$ cat config.mk
export PLATFORM = sky130hd
export DESIGN_NAME = bcd_muldiv_seq
export DESIGN_NICKNAME = d
export VERILOG_FILES = /design/src/rtl/bcd_pkg.sv /design/src/rtl/bcd_digit_mult.sv /design/src/rtl/bcd_muldiv_seq.sv
export SDC_FILE = /design/constraint.sdc
export NUM_CORES = 2
export LEC_CHECK = 0
export CAP_MARGIN = 40
export CORE_MARGIN = 2
export CORE_UTILIZATION = 55
export CTS_CLUSTER_DIAMETER = 60
export DETAILED_ROUTE_END_ITERATION = 7
export PLACE_DENSITY = 0.77
export REMOVE_ABC_BUFFERS = 1
export SYNTH_ARGS = -nofsm -noshare
export SYNTH_HDL_FRONTEND = slang
export SYNTH_SLANG_ARGS = --single-unit
$ cat constraint.sdc
create_clock -name clk -period 36 [get_ports clk]
set_clock_uncertainty 0.05 [all_clocks]
set_input_delay 3.6 -clock clk [delete_from_list [all_inputs] [get_ports clk]]
set_output_delay 3.6 -clock clk [all_outputs]
set_load 0.01 [all_outputs]
$ cat src/rtl/bcd_pkg.sv
// Shared definitions for the packed-BCD multiply/divide unit.
//   state_e       : sequencer states
//   mode_e        : operation select as seen on the mode input
//   BCD_MAX_DIGIT : largest legal BCD nibble
//   bcd_valid()   : checks that every nibble of a zero-extended vector is <= 9
package bcd_pkg;

  typedef enum logic [1:0] {IDLE, MUL, DIV, FIN} state_e;

  typedef enum logic {MODE_MUL = 1'b0, MODE_DIV = 1'b1} mode_e;

  localparam logic [3:0] BCD_MAX_DIGIT = 4'd9;

  // Widest operand vector the unit can be built with (16 digits, doubled).
  localparam int BCD_MAX_BITS = 128;

  // Callers zero-extend their operand, and zero nibbles are always legal.
  function automatic logic bcd_valid(input logic [BCD_MAX_BITS-1:0] vec);
    logic ok;
    ok = 1'b1;
    for (int i = 0; i < BCD_MAX_BITS / 4; i++) begin
      if (vec[4*i +: 4] > BCD_MAX_DIGIT) ok = 1'b0;
    end
    return ok;
  endfunction

endpackage

$ cat src/rtl/bcd_digit_mult.sv
// Combinational single-digit by multi-digit BCD multiplier.
//   digit : one BCD digit (0..9)
//   vec   : DIGITS-digit packed-BCD operand
//   prod  : (DIGITS+1)-digit packed-BCD product digit * vec
module bcd_digit_mult
  import bcd_pkg::*;
#(
  parameter int DIGITS = 8
) (
  input  logic [3:0]          digit,
  input  logic [4*DIGITS-1:0] vec,
  output logic [4*DIGITS+3:0] prod
);

  // Schoolbook digit-by-digit product. Each partial is at most 9*9+8 = 89,
  // so a 7-bit intermediate and a single decimal carry digit suffice.
  function automatic logic [4*DIGITS+3:0] mul_digit(input logic [3:0] d,
                                                    input logic [4*DIGITS-1:0] v);
    logic [4*DIGITS+3:0] r;
    logic [6:0]          p;
    logic [3:0]          c;
    r = '0;
    c = '0;
    for (int i = 0; i < DIGITS; i++) begin
      p = 7'(d) * 7'(v[4*i +: 4]) + 7'(c);
      r[4*i +: 4] = 4'(p % 7'd10);
      c = 4'(p / 7'd10);
    end
    r[4*DIGITS +: 4] = c;
    return r;
  endfunction

  assign prod = mul_digit(digit, vec);

endmodule

$ cat src/rtl/bcd_muldiv_seq.sv
// Iterative unsigned packed-BCD multiply / divide unit.
//   clk, reset           : clock and synchronous active-high reset
//   start, mode, a, b    : request, 0 = multiply / 1 = divide, operands (taken in IDLE only)
//   busy                 : operation in progress
//   done                 : one-cycle pulse, results and err valid
//   err                  : illegal BCD nibble or divide by zero
//   result_hi/result_lo  : multiply = product high/low digits, divide = remainder/quotient
// Multiply takes DIGITS cycles, divide a fixed 10 cycles per quotient digit.
module bcd_muldiv_seq
  import bcd_pkg::*;
#(
  parameter int DIGITS = 8
) (
  input  logic                clk,
  input  logic                reset,
  input  logic                start,
  input  logic                mode,
  input  logic [4*DIGITS-1:0] a,
  input  logic [4*DIGITS-1:0] b,
  output logic                busy,
  output logic                done,
  output logic                err,
  output logic [4*DIGITS-1:0] result_hi,
  output logic [4*DIGITS-1:0] result_lo
);

  localparam int W  = 4 * DIGITS;
  localparam int AW = 8 * DIGITS;
  localparam int RW = 4 * (DIGITS + 1);
  localparam logic [4:0] LAST_IDX = 5'(DIGITS - 1);
  localparam logic [3:0] LAST_SUB = 4'd9;

  state_e        state, state_nxt;
  logic          busy_nxt, done_nxt;
  logic [W-1:0]  a_reg, b_reg, quo, quo_step;
  logic [AW-1:0] acc, acc_sum, partial_sh;
  logic [RW-1:0] rem, rem_shift, rem_diff, rem_step, div_ext;
  logic [W+3:0]  partial;
  logic [4:0]    idx;
  logic [3:0]    sub;
  logic          bad_req, div_ge, last_step;

  // Decimal add over the full accumulator width; the carry out of the top
  // digit is dropped because the product can never exceed 2*DIGITS digits.
  function automatic logic [AW-1:0] bcd_add_acc(input logic [AW-1:0] x, input logic [AW-1:0] y);
    logic [AW-1:0] s;
    logic [4:0]    t;
    logic          c;
    s = '0;
    c = 1'b0;
    for (int i = 0; i < 2 * DIGITS; i++) begin
      t = 5'(x[4*i +: 4]) + 5'(y[4*i +: 4]) + 5'(c);
      if (t > 5'd9) begin
        t = t + 5'd6;
        c = 1'b1;
      end else begin
        c = 1'b0;
      end
      s[4*i +: 4] = t[3:0];
    end
    return s;
  endfunction

  // x - y as x + nine's-complement(y) + 1; only used when x >= y, so the
  // ten's-complement wrap leaves the true difference in the low digits.
  function automatic logic [RW-1:0] bcd_sub_rem(input logic [RW-1:0] x, input logic [RW-1:0] y);
    logic [RW-1:0] s;
    logic [4:0]    t;
    logic          c;
    s = '0;
    c = 1'b1;
    for (int i = 0; i < DIGITS + 1; i++) begin
      t = 5'(x[4*i +: 4]) + 5'(BCD_MAX_DIGIT - y[4*i +: 4]) + 5'(c);
      if (t > 5'd9) begin
        t = t + 5'd6;
        c = 1'b1;
      end else begin
        c = 1'b0;
      end
      s[4*i +: 4] = t[3:0];
    end
    return s;
  endfunction

  // The multiplier register shifts right, so its low nibble is always the
  // digit currently being worked on.
  bcd_digit_mult #(.DIGITS(DIGITS)) u_digit_mult (
    .digit (b_reg[3:0]),
    .vec   (a_reg),
    .prod  (partial)
  );

  // Operand checks and the datapath values each state would load.
  always_comb begin
    bad_req    = !bcd_valid(BCD_MAX_BITS'(a)) || !bcd_valid(BCD_MAX_BITS'(b))
               || ((mode == MODE_DIV) && (b == '0));
    partial_sh = AW'(partial) << (4 * idx);
    acc_sum    = bcd_add_acc(acc, partial_sh);
    div_ext    = RW'(b_reg);
    div_ge     = (rem >= div_ext);
    rem_diff   = bcd_sub_rem(rem, div_ext);
    rem_shift  = {rem[RW-5:0], a_reg[W-1 -: 4]};
    rem_step   = div_ge ? rem_diff : rem;
    quo_step   = div_ge ? (quo + W'(1)) : quo;
    last_step  = ((state == MUL) && (idx == LAST_IDX))
              || ((state == DIV) && (idx == LAST_IDX) && (sub == LAST_SUB));
  end

  // State register, plus the registered busy/done decoded from the next state.
  always_ff @(posedge clk) begin
    if (reset) begin
      state <= IDLE;
      busy  <= 1'b0;
      done  <= 1'b0;
    end else begin
      state <= state_nxt;
      busy  <= busy_nxt;
      done  <= done_nxt;
    end
  end

  // Next-state logic. A rejected request still passes through FIN so the
  // requester always sees exactly one done pulse.
  always_comb begin
    state_nxt = state;
    case (state)
      IDLE: begin
        if (start) begin
          if (bad_req)                state_nxt = FIN;
          else if (mode == MODE_DIV)  state_nxt = DIV;
          else                        state_nxt = MUL;
        end
      end
      MUL, DIV: if (last_step) state_nxt = FIN;
      FIN:      state_nxt = IDLE;
      default:  state_nxt = IDLE;
    endcase
  end

  // Output decode, computed from the next state so the flops above line up
  // with the state they describe.
  always_comb begin
    busy_nxt = (state_nxt == MUL) || (state_nxt == DIV);
    done_nxt = (state_nxt == FIN);
  end

  // Datapath. Results are cleared on acceptance and reloaded on the edge
  // that enters FIN, then hold until the next accepted request.
  always_ff @(posedge clk) begin
    if (reset) begin
      a_reg     <= '0;
      b_reg     <= '0;
      acc       <= '0;
      rem       <= '0;
      quo       <= '0;
      idx       <= '0;
      sub       <= '0;
      err       <= 1'b0;
      result_hi <= '0;
      result_lo <= '0;
    end else begin
      case (state)
        IDLE: begin
          if (start) begin
            a_reg     <= a;
            b_reg     <= b;
            acc       <= '0;
            rem       <= '0;
            quo       <= '0;
            idx       <= '0;
            sub       <= '0;
            err       <= bad_req;
            result_hi <= '0;
            result_lo <= '0;
          end
        end
        MUL: begin
          acc   <= acc_sum;
          b_reg <= b_reg >> 4;
          idx   <= idx + 5'd1;
          if (last_step) {result_hi, result_lo} <= acc_sum;
        end
        DIV: begin
          // Sub-step 0 brings down the next dividend digit; sub-steps 1..9
          // each subtract the divisor at most once, fixing the latency.
          if (sub == 4'd0) begin
            rem   <= rem_shift;
            a_reg <= a_reg << 4;
            quo   <= quo << 4;
          end else begin
            rem <= rem_step;
            quo <= quo_step;
          end
          if (sub == LAST_SUB) begin
            sub <= 4'd0;
            idx <= idx + 5'd1;
          end else begin
            sub <= sub + 4'd1;
          end
          if (last_step) begin
            result_lo <= quo_step;
            result_hi <= rem_step[W-1:0];
          end
        end
        default: ;
      endcase
    end
  end

endmodule
==> impl_metrics.toml <==
[worst_setup_path]
start_kind = "flip-flop"
crit_path_end_kind = "flip-flop"
crit_fanout = 7
arrival_ns = 34.48
r2r.worst_path.cells = 176
slowest_delay_ns = 0.53
r2r_slack_ns = 1.91
cp.required_ns = 36.39
crit_type = "reg2reg"
cpMostUsedCell = "inv_1"
worst_path_max_delay_cell = "mux4_2"

[sta]
slew_viol_final = 0
slew_headroom = 0.373
setup_viol_count_final = 0
min_period_ns = 34.09
min_period_over_period = 0.947
worst_slew_pin_slew_ns = 0.940
hold_viol = 0
fmax_ghz = 0.0293

[clock_network]
numCtsBuffers = 37
path_clk_slew_ns = 0.06
cts_max_level = 2
worstSkewPairLatency_ns = 0.58
cts_sinks = 274
cts_buffer_depth = 3
cts-hold-fix-buffers = 0
cts_root_buffer = "clkbuf_16"
cts_tree = "built"

[detailed_routing]
dr.pass1.iters = 6
postRouteAntennaNets = 0
avgViaCountPerCell = 6.09
via_count = 26600
drc = 0
wl_per_cell_um = 19.8
drt_wl_total_um = 86500
drtIter0Drc = 2594

[yosys]
netlist.area_leader.share = 0.196
yosysWarnings = 0
synth_commonest_cells = "nor2_1, nand2_1, ha_1"
synth.most_common_cell = "nor2_1"
synth_seq_cells = 274
synth_top_area_cell = "dfxtp_1"
synth_cells = 3540
synth.avg_cell_area_um2 = 7.89
syn_area_um2 = 27900
synth-edff-count = 0
synth.distinct_cells = 100
yosysSeqAreaShare = 0.196
async_reset_ff_frac = 0
synthFlopType = "dfxtp_1"
synth_area_leaders = "dfxtp_1, ha_1, fa_1"

[grt]
grt-ovfl-total = 0
grt_usage = 0.317
grt_pass1_vias = 25000
grtUsageMet3 = 0.0396
grt.met1_usage = 0.417
grt_pass1_wl_um = 135000
busiest_layer = "met2"
use_met2 = 0.520
grt_max_degree = 71
antenna_found_initial = 0

[layout]
reg_top3 = "acc (64), rem (36)"
fillers = 4266
areaGrowthSynthToFinish_pct = 15.6
final_util = 0.644
drive_above_1_share = 0.107
ff_latch_area_um2 = 5490
regMostFlops = "acc"
largest_reg_flops = 64
nets = 4143
diodes = 0
multi_input_area_um2 = 21200

[floorplan]
die_height_um = 229
placementRows = 82
ios = 135
fp.dieW_um = 229
initial_utilization = 0.557
core_area_um2 = 50200
die_area_um2 = 52600

[outcome]
status = "finished, final reports clean"

[placed_design]
hpwl_um = 64300
io_buffers = 134
place.gp.congestion = 1.04

[power_and_ir_drop]
ir_drop_uv = 91.7
power-per-cell-area_nw_per_um2 = 97.0
p_total_mw = 3.13
p_leak_nw = 14.0

[min_path]
hold_depth = 2
hp-class = "reg2reg"

[run]
maxCapViolCount = 0
## cells by family (layout without fill, tap and decap cells)
kind of cell             after synthesis  in the layout  share of synthesized area
flip-flops                           274            274                      0.196
AND/OR/NAND/NOR                     1093           1093                      0.177
AO/OA/AOI/OAI                        921            921                      0.218
adder cells (fa/ha/maj)              397            397                      0.205
multiplexers                         173            173                     0.0661
XOR/XNOR                             213            213                     0.0738
buffers and inverters                469            632                     0.0644
## timing repair
action / in CTS / in global routing
setup buffers: 1 / 24
gates cloned: 0 / 0
endpoints found under the setup margin: 6 / 14
pin swaps: 1 / 50
resized for setup: 9 / 104
## layout make-up
class	count	share of cell area
sequential	274	0.170
clock buffer	44	0.0314
inverter	286	0.0332
multi-input combinational	2797	0.656
clock inverter	20	0.00779
tap	672	0.0260
timing repair buffer	282	0.0759
## power by group
part | total, mW | internal [mW] | switching [mW]
clock | 0.386 | 0.232 | 0.154
sequential | 0.388 | 0.343 | 0.0452
combinational | 2.36 | 0.945 | 1.41
total | 3.13 | 1.52 | 1.61
## per-stage QoR
stage / setup WS [ns] / cell area (um2) / cells / setup TNS (ns) / hold slack (ns)
floorplan: -0.926 / 27200 / 3357 / -5.26 / 0.380
global placement: -0.194 / 30400 / 4279 / -0.813 / 0.394
detailed placement: -1.15 / 30400 / 4285 / -6.59 / 0.396
CTS: 0.124 / 31700 / 4350 / 0 / 0.410
global route: -0.407 / 32300 / 4375 / -1.83 / 0.428
finish: 1.91 / 32300 / 4375 / 0 / 0.406
## placed cells by master (no fill, tap or decap), drive strengths merged, types with 71 or more instances in the layout
cell type and n:
a211oi 81, xor2 84, nor2 363, o21ai 188
mux2i 150, clkdlybuf4s50 133, a22oi 71, dfxtp 274
a21oi 245, ha 297, nand3 72, xnor2 118
nand2 360, fa 100, and2 99, inv 286
buf 149
## per-layer routing
layer,vias up,routed length [um],share of wire
met5,-,0,0
met4,0,4000,0.046
met3,214,5970,0.069
met2,1113,39900,0.46
met1,12600,36600,0.42
li1,12700,-,-
## path summary, 6_finish.rpt
kind,from,endpoint
hold reg to reg,err,err
hold / removal,err,err
setup / recovery,b_reg[0],result_hi[31]
setup reg to reg,b_reg[0],result_hi[31]
## worst max-delay path, delay by kind of cell (launching register included)
kind | cells | cell delay (ns)
AOI/OAI and AO/OA | 55 | 10.09
xor gates and xnor gates | 9 | 1.56
adders and majority gates | 50 | 14.57
buffers and inverters | 29 | 2.40
DFF | 1 | 0.31
muxes | 4 | 1.37
and+or+nand+nor | 29 | 3.62
No activity file was read; power rests on OpenSTA's default activity.
